## config.mk

```make
export PLATFORM = sky130hd
export DESIGN_NAME = io_port_ctrl
export DESIGN_NICKNAME = d
export VERILOG_FILES = /design/src/rtl/io_port_ctrl.sv
export SDC_FILE = /design/constraint.sdc
export NUM_CORES = 1
export LEC_CHECK = 0
export CORE_UTILIZATION = 45
export DETAILED_ROUTE_END_ITERATION = 16
export PLACE_DENSITY_LB_ADDON = 0.2
export SYNTH_ARGS = -nofsm -noshare
export SYNTH_HDL_FRONTEND = slang
export SYNTH_SLANG_ARGS = --single-unit
```

## constraint.sdc

```tcl
create_clock -name clk -period 2.12 [get_ports clk]
set_input_delay 0.212 -clock clk [delete_from_list [all_inputs] [get_ports clk]]
set_output_delay 0.212 -clock clk [all_outputs]
set_load 0.02 [all_outputs]
```

## src/rtl/io_port_ctrl.sv

```systemverilog
// io_port_ctrl
// Memory-mapped I/O front end between external devices and the processor
// core's inputPort / outputPort / interrupt pins.
//
// Input path : an external producer pushes words into a small FIFO over a
//              valid/ready handshake. The head word is shown on inputPort
//              with no latency. The core pops the head word with in_rd.
// Interrupt  : a three-state FSM (IDLE, REQ, SERVICE) raises a registered
//              interrupt while input data is pending and int_en is high.
//              The request is held until the core acknowledges it.
// Output path: a one-word holding register captures core OUT writes. An
//              external consumer drains it over a valid/ready handshake.
//              A write that arrives while the register is occupied is dropped
//              and recorded in a sticky overrun flag.
//
// Handshake rule (both directions): a word moves on a rising edge where
// valid and ready are both high. ready never depends combinationally on
// valid.
//
// Ports
//   clk, rst          : clock; asynchronous active-low reset
//   ext_in_data/valid : producer word and its valid
//   ext_in_ready      : FIFO not full (count != FIFO_DEPTH)
//   inputPort         : FIFO head word, 0 when empty
//   in_rd             : core consumes the head word
//   in_count          : FIFO occupancy
//   int_en, int_ack   : core interrupt enable and acknowledge
//   interrupt         : registered interrupt request
//   proc_out_data/wr  : core OUT data and one-cycle strobe
//   ext_out_data/valid: held output word and its valid
//   ext_out_ready     : consumer takes the held word
//   out_overrun       : sticky, an OUT write was dropped
//   dbg_int_state     : interrupt FSM state (0 IDLE, 1 REQ, 2 SERVICE)

module io_port_ctrl #(
  parameter int DATA_W     = 16,
  parameter int FIFO_DEPTH = 4
) (
  input  logic                          clk,
  input  logic                          rst,
  input  logic [DATA_W-1:0]             ext_in_data,
  input  logic                          ext_in_valid,
  output logic                          ext_in_ready,
  output logic [DATA_W-1:0]             inputPort,
  input  logic                          in_rd,
  output logic [$clog2(FIFO_DEPTH):0]   in_count,
  input  logic                          int_en,
  output logic                          interrupt,
  input  logic                          int_ack,
  input  logic [DATA_W-1:0]             proc_out_data,
  input  logic                          proc_out_wr,
  output logic [DATA_W-1:0]             ext_out_data,
  output logic                          ext_out_valid,
  input  logic                          ext_out_ready,
  output logic                          out_overrun,
  output logic [1:0]                    dbg_int_state
);

  localparam int PTR_W = $clog2(FIFO_DEPTH);
  localparam int CNT_W = PTR_W + 1;

  typedef enum logic [1:0] {
    ST_IDLE    = 2'd0,
    ST_REQ     = 2'd1,
    ST_SERVICE = 2'd2
  } int_state_t;

  // ---------------------------------------------------------------------------
  // Input FIFO
  // ---------------------------------------------------------------------------
  logic [DATA_W-1:0] r_mem [FIFO_DEPTH];
  logic [PTR_W-1:0]  r_wr_ptr;
  logic [PTR_W-1:0]  r_rd_ptr;
  logic [CNT_W-1:0]  r_count;
  logic [CNT_W-1:0]  w_count_nxt;
  logic              w_full;
  logic              w_empty;
  logic              w_push;
  logic              w_pop;

  assign w_full  = (r_count == CNT_W'(FIFO_DEPTH));
  assign w_empty = (r_count == '0);
  // Ready is based on the registered count only. A pop in the same cycle
  // does not open a slot until the next cycle.
  assign w_push  = ext_in_valid && !w_full;
  // A pop on an empty FIFO is ignored, even when a push lands in the same
  // cycle, because the core could not have seen that word yet.
  assign w_pop   = in_rd && !w_empty;

  always_comb begin
    w_count_nxt = r_count;
    case ({w_push, w_pop})
      2'b10:   w_count_nxt = r_count + CNT_W'(1);
      2'b01:   w_count_nxt = r_count - CNT_W'(1);
      default: w_count_nxt = r_count;
    endcase
  end

  // Storage is not reset. Words are only visible through the count.
  always_ff @(posedge clk) begin
    if (w_push) begin
      r_mem[r_wr_ptr] <= ext_in_data;
    end
  end

  // FIFO_DEPTH is a power of two, so the pointers wrap through natural
  // overflow.
  always_ff @(posedge clk or negedge rst) begin
    if (!rst) begin
      r_wr_ptr <= '0;
      r_rd_ptr <= '0;
      r_count  <= '0;
    end else begin
      if (w_push) r_wr_ptr <= r_wr_ptr + PTR_W'(1);
      if (w_pop)  r_rd_ptr <= r_rd_ptr + PTR_W'(1);
      r_count <= w_count_nxt;
    end
  end

  assign ext_in_ready = !w_full;
  assign inputPort    = w_empty ? '0 : r_mem[r_rd_ptr];
  assign in_count     = r_count;

  // ---------------------------------------------------------------------------
  // Interrupt FSM
  // ---------------------------------------------------------------------------
  int_state_t r_state;
  int_state_t w_state_nxt;
  logic       r_interrupt;

  always_comb begin
    w_state_nxt = r_state;
    case (r_state)
      ST_IDLE: begin
        if (int_en && !w_empty) w_state_nxt = ST_REQ;
      end
      ST_REQ: begin
        // The acknowledge wins over a simultaneous disable. The core has
        // already taken the interrupt.
        if (int_ack)      w_state_nxt = ST_SERVICE;
        else if (!int_en) w_state_nxt = ST_IDLE;
      end
      ST_SERVICE: begin
        // Leave on the edge where the FIFO drains. A new request can start
        // from IDLE one cycle later.
        if (w_count_nxt == '0) w_state_nxt = ST_IDLE;
      end
      default: w_state_nxt = ST_IDLE;
    endcase
  end

  always_ff @(posedge clk or negedge rst) begin
    if (!rst) begin
      r_state     <= ST_IDLE;
      r_interrupt <= 1'b0;
    end else begin
      r_state     <= w_state_nxt;
      r_interrupt <= (w_state_nxt == ST_REQ);
    end
  end

  assign interrupt     = r_interrupt;
  assign dbg_int_state = r_state;

  // ---------------------------------------------------------------------------
  // Output holding register
  // ---------------------------------------------------------------------------
  logic [DATA_W-1:0] r_out_data;
  logic              r_out_valid;
  logic              r_overrun;
  logic              w_out_free;

  // The register is free when it is empty or is being drained this cycle.
  // This allows one word per cycle back to back.
  assign w_out_free = !r_out_valid || ext_out_ready;

  always_ff @(posedge clk or negedge rst) begin
    if (!rst) begin
      r_out_data  <= '0;
      r_out_valid <= 1'b0;
      r_overrun   <= 1'b0;
    end else begin
      if (proc_out_wr && w_out_free) begin
        r_out_data  <= proc_out_data;
        r_out_valid <= 1'b1;
      end else if (r_out_valid && ext_out_ready) begin
        r_out_valid <= 1'b0;
      end
      if (proc_out_wr && !w_out_free) begin
        r_overrun <= 1'b1;
      end
    end
  end

  assign ext_out_data  = r_out_data;
  assign ext_out_valid = r_out_valid;
  assign out_overrun   = r_overrun;

endmodule

```

Yosys cells after proc, flatten, opt, wreduce, memory -nomap -nowiden
Memory sizes are Yosys's and may differ from the RTL's.
Cells that the tools add are included.
Operators by class
  reduce and logical (&&, ||, !) cells: 15
  multiplexer cells: 11
  equality and inequality tests: 6
  add/subtract/negate cells: 4
Operator list (count)
  $mux 16: 1
  $mux 2: 4
  $eq 2x1->1 const B: 3
  $logic_and 1x1->1: 6
  $logic_not 3->1: 2
  $pmux 2 s3: 1
  $pmux 3 s2: 1
  $add 2x1->2 const B: 2
  $eq 2x2->1 const B: 2
  $logic_not 1->1: 4
  $mux 1: 4
  $add 3x1->3 const B: 1
  $eq 3x3->1 const B: 1
  $sub 3x1->3 const B: 1
  $logic_not 2->1: 1
  $reduce_bool 2->1: 1
  $logic_or 1x1->1: 1
Storage, ports and cells
  RAM bits: 64
  memories: 1
  logic and storage cells: 45
  output and inout bits: 41
  input bits: 40
  bits in registers: 28
Memories
  r_mem: depth 4, bits a word 16, rd ports 1, clocked after memory_dff 0, wr ports 1, line 71  | logic [DATA_W-1:0] r_mem [FIFO_DEPTH];

Longest topological paths before layout
Gate-level depths: netlist (run 1).
  depth after elaboration: 9
  gate-level depth with buffers: 11
  gate-level depth less buffers: 11

Worst setup path after synthesis (run 1)
No wires, ideal clock.
  path kind: flip-flop to flip-flop
  from: reg r_count[0], in the netlist in_count[0]
  to: reg r_state[1], in the netlist dbg_int_state[1]
  setup time: 0.119 ns
  data required time: 2.001 ns
  data arrival time: 2.551 ns
  stages on the path, launching flop included: 11
  path buffers: 0
  clock period less this slack: 2.670 ns
  setup slack: -0.550 ns
  path through: dfrtp_1 > inv_1 > nand3_1 > and2_1 > inv_1 > ha_1 > inv_1 > fa_1 > mux2i_1 > or3b_2 > o21a_1
Between the ends
  word-level cells in the longest chain between the ends: 8
  elaborated cells on any way between the ends: 16
  those cells by class: 2 x add/sub; 3 x eq/ne; 4 x mux; 7 x reduce/logical
Ends and longest elaborated chain
  start, declared: line 74  | logic [CNT_W-1:0] r_count;
  start signal, assigned: line 116  | r_count <= w_count_nxt;
  $eq 3x3->1 *: line 81  | assign w_full = (r_count == CNT_W'(FIFO_DEPTH));
  $logic_not 1->1 *
  named net ext_in_ready: line 43  | output logic ext_in_ready,
  $logic_and 1x1->1 *: line 85  | assign w_push = ext_in_valid && !w_full;
  $eq 2x1->1 or $eq 2x2->1 (tied branches): line 92  | case ({w_push, w_pop})
  $pmux 3 s2 *: line 92
  named net w_count_nxt[1]: line 75  | logic [CNT_W-1:0] w_count_nxt;
  $logic_not 3->1 *: line 146  | if (w_count_nxt == '0) w_state_nxt = ST_IDLE;
  $mux 2 *: line 146
  $pmux 2 s3 *: line 133  | case (r_state)
  named net w_state_nxt[1]: line 128  | int_state_t w_state_nxt;
  end signal, assigned: line 157  | r_state <= w_state_nxt;
  end, declared: line 127  | int_state_t r_state;
Mark *: on every way through the listed nets, which the timed path passes. The rest lies on a longest branch.
A chain may end at the register's enable or synchronous reset.

Final worst setup path (run 1)
  from: reg r_count[0], in the netlist in_count[0]
  to: reg r_state[1], in the netlist dbg_int_state[1]
Between the ends
  word-level cells in the longest chain between the ends: 8
  elaborated cells on any way between the ends: 16
  those cells by class: 2 x add/sub; 3 x eq/ne; 4 x mux; 7 x reduce/logical
Ends and longest elaborated chain (line)
  $eq 3x3->1 or $logic_not 3->1 (tied branches): 81, 82
  $logic_not 1->1, on equally long branches: 85, 88
  $logic_and 1x1->1, on equally long branches: 85, 88
  $eq 2x1->1 or $eq 2x2->1 (tied branches): 92
  $pmux 3 s2 *: 92
  named net w_count_nxt[1]: 75
  $logic_not 3->1 *: 146
  $mux 2 *: 146
  $pmux 2 s3 *: 133
  named net w_state_nxt[1]: 128
Marks and branches as above.

==> flow_summary.toml, run 1 <==
[run_status]
outcome = "finished with violations"
violations = "negative setup slack"

[synth]
ys_seq_area_share_pct = 71.6
synth.distinct_cells = 30
syn-cell-area_mm2 = 0.00366
synthSimpleGateAreaFrac_pct = 5.05
synthAdderAreaFrac_pct = 2.25
netlist_instances = 190
synth_edf_count = 64
ys.flop_type = "edfxtp_1"
syn-num-nets = 236
synth_top_cell_area_share_pct = 52.4
synth_top_area_cell = "edfxtp_1"
synth-compound-area-share_pct = 1.16
async_flop_share_pct = 30.4
synth-seq-cells = 92
post_synth_xor_area_fraction_pct = 1.43
ys_warn_count = 0
synth.avg_cell_area_um2 = 19.3
synth_area_leaders = "edfxtp_1, dfrtp_1, mux4_1"
synth_top_family_by_area = "multiplexers"
synthMuxAreaShare_pct = 16.1

[setup_path]
critical_path.max_fanout = 3
cp.required_ps = 2350
r2r_start = "in_count[0]"
critPathCaptureType = "register"
worstSetupPathType = "reg2reg"
cp.arrival_ps = 2370
worst_r2r_path_depth = 10
r2r_setup_slack_ps = -20
timing.rr.end = "dbg_int_state[1]"
critPathLaunchType = "register"
worstSetupStartpoint = "in_count[0]"

[global_route]
antenna_found_initial = 0
grt_start_max_net_pins = 29
grt_use_total_pct = 17.0
first_global_vias = 2083
grt_pass1_wl_mm = 10.6
grt-ovfl-total = 0

[power_and_ir_drop]
switching_power_mw = 2.05
ir_drop_mv = 0.777
combPwrFrac_pct = 43.3
p_leak_nw = 1.86
powerDensity_mw_per_mm2 = 1270
clockPowerShare_pct = 16.2
p_seq_share_pct = 40.5
swShare_pct = 33.1
intPower_mw = 4.15

[place]
dp_slack_ps = -188
hpwlAfterDp_mm = 4.40
place_area_mm2 = 0.00473
port_buffers = 80
gp_congestion = 0.774
dp.cells = 385

[clock_network]
cts_tree = "done"
cts_buffers = 9
clk_latency_ps = 350
clock_sinks = 92
htree_levels = 3
root_buffer = "clkbuf_8"
cts_buffer_depth = 2
clk_pin_slew_ps = 90

[sta]
finalMaxSlewViolations = 0
hold_violations = 0
grt_setup_unrepaired = "true"
final.setup.worst_slack_ps = -22.8
min_period_ps = 2140
finalCritPeriodShare_pct = 101
worstMarginPinSlew_ps = 352
tns_ps = -22.8
fmax_mhz = 467
setup_viol = 1
skew_ps = 9.72
slew_headroom_pct = 75.9

[final_layout]
nFillCells = 600
seqCellArea_mm2 = 0.00263
final_cell_area_mm2 = 0.00490
antenna_cells = 0
multi_input_area_um2 = 977
instances_no_fill = 406
final_cell_mix = "clkdlybuf4s50_1, edfxtp_1, dfrtp_1"
drive_gt1_share_pct = 31.3
syn2layout_area_growth_pct = 33.7
final_net_count = 345

[drt]
drcViolationCount = 0
dr.pass1.iters = 4
vias_per_cell = 4.93
drt_iter0_drc = 80
routed_wl_mm = 6.52
wire_per_inst_um = 16.1
drtAntennaViolNets = 0
vias = 2000

[hold_path]
hold_class = "in2async"

[floorplan]
fp.dieArea_mm2 = 0.00851
core_mm2 = 0.00781
die_w_um = 92.2
num_io_pins = 81
start_util_pct = 46.9
row_count = 32
die_h_um = 92.2

[flow_run]
drv_cap = 0
cells by family after synthesis:
logic type,after synthesis
adders and majority gates,6
and+or+nand+nor,31
buffers and inverters,15
AOI/OAI and AO/OA,6
xor gates and xnor gates,6
muxes,34
DFF,92
sequential cells by signal (all words and copies together), names as in the netlist:
name / count
r_mem: 64
interrupt: 1
r_wr_ptr: 2
ext_out_valid: 1
ext_out_data: 16
out_overrun: 1
in_count: 3
dbg_int_state: 2
r_rd_ptr: 2
metrics by stage:
| stage | hold WS, ps | power [mW] | utilization, % |
|---|---|---|---|
| 2_1_floorplan | -83.6 | 4.14 | - |
| 3_3_place_gp | 465 | 5.28 | 60.6 |
| 3_5_place_dp | 490 | 5.32 | 60.6 |
| 4_1_cts | 235 | 6.31 | 63.3 |
| 5_1_grt | 289 | 6.57 | 62.8 |
| 6_report | 237 | 6.20 | 62.8 |
Yosys cell counts, types with 2 or more instances:
library cell	number
a21oi_1	2
nand2_1	3
and2_1	17
a2111oi_0	2
ha_1	5
buf_2	2
and3_1	4
dfrtp_1	28
nor2_1	2
mux2_2	17
mux4_1	8
inv_1	8
edfxtp_1	64
mux4_2	8
xor2_1	3
xnor2_1	3
power groups by stage:
stage	clock, mW	sequential [mW]	combinational [mW]
finish	1.01	2.51	2.68
global route	1.11	2.56	2.90
CTS	1.03	2.52	2.76
detailed placement	0	2.55	2.78
global placement	0	2.53	2.75
floorplan	0	2.63	1.50
metal layers:
metal  global-route usage (%)  wire (µm)
met1                     21.0       2850
met2                     28.2       3200
met3                     4.81        382
met4                     7.03         96
met5                        0          0
critical path, stage by stage, from the launching register on:
cell and delay [ps]:
dfrtp_2 430, inv_2 80, nand3_4 60, and2_4 140, inv_2 50, ha_4 120
inv_2 30, fa_1 470, mux2i_1 90, or3b_4 370, o21a_1 180
how the worst max path moves through the flow:
stage                  endpoint  slack (ps)
2_1_floorplan  dbg_int_state[1]        -120
3_3_place_gp   dbg_int_state[1]         -80
3_5_place_dp   dbg_int_state[1]        -190
4_1_cts            inputPort[8]         -60
5_1_grt        dbg_int_state[1]         -90
6_report       dbg_int_state[1]         -20
repair_timing:
action,4_1_cts,5_1_grt
resized for setup,45,17
endpoints found under the setup margin,17,17
hold buffers,0,0
buffers inserted,2,2
cloned,1,0
pin swaps,1,0
layout make-up:
type | instances | area share (%)
multi-input cells | 83 | 19.9
well taps | 102 | 2.60
flip-flops and latches | 92 | 53.6
repair buffers | 105 | 19.8
inverters | 8 | 0.613
clock inverters | 6 | 0.817
clock buffers | 10 | 2.60
Power figures use the tool's default switching activity.
==> inputs of run 2 (changes only) <==
CTS_CLUSTER_DIAMETER = 40   (was unset)
==> results of run 2 <==
Final layout, timing and power as in run 1 (identical DEF).
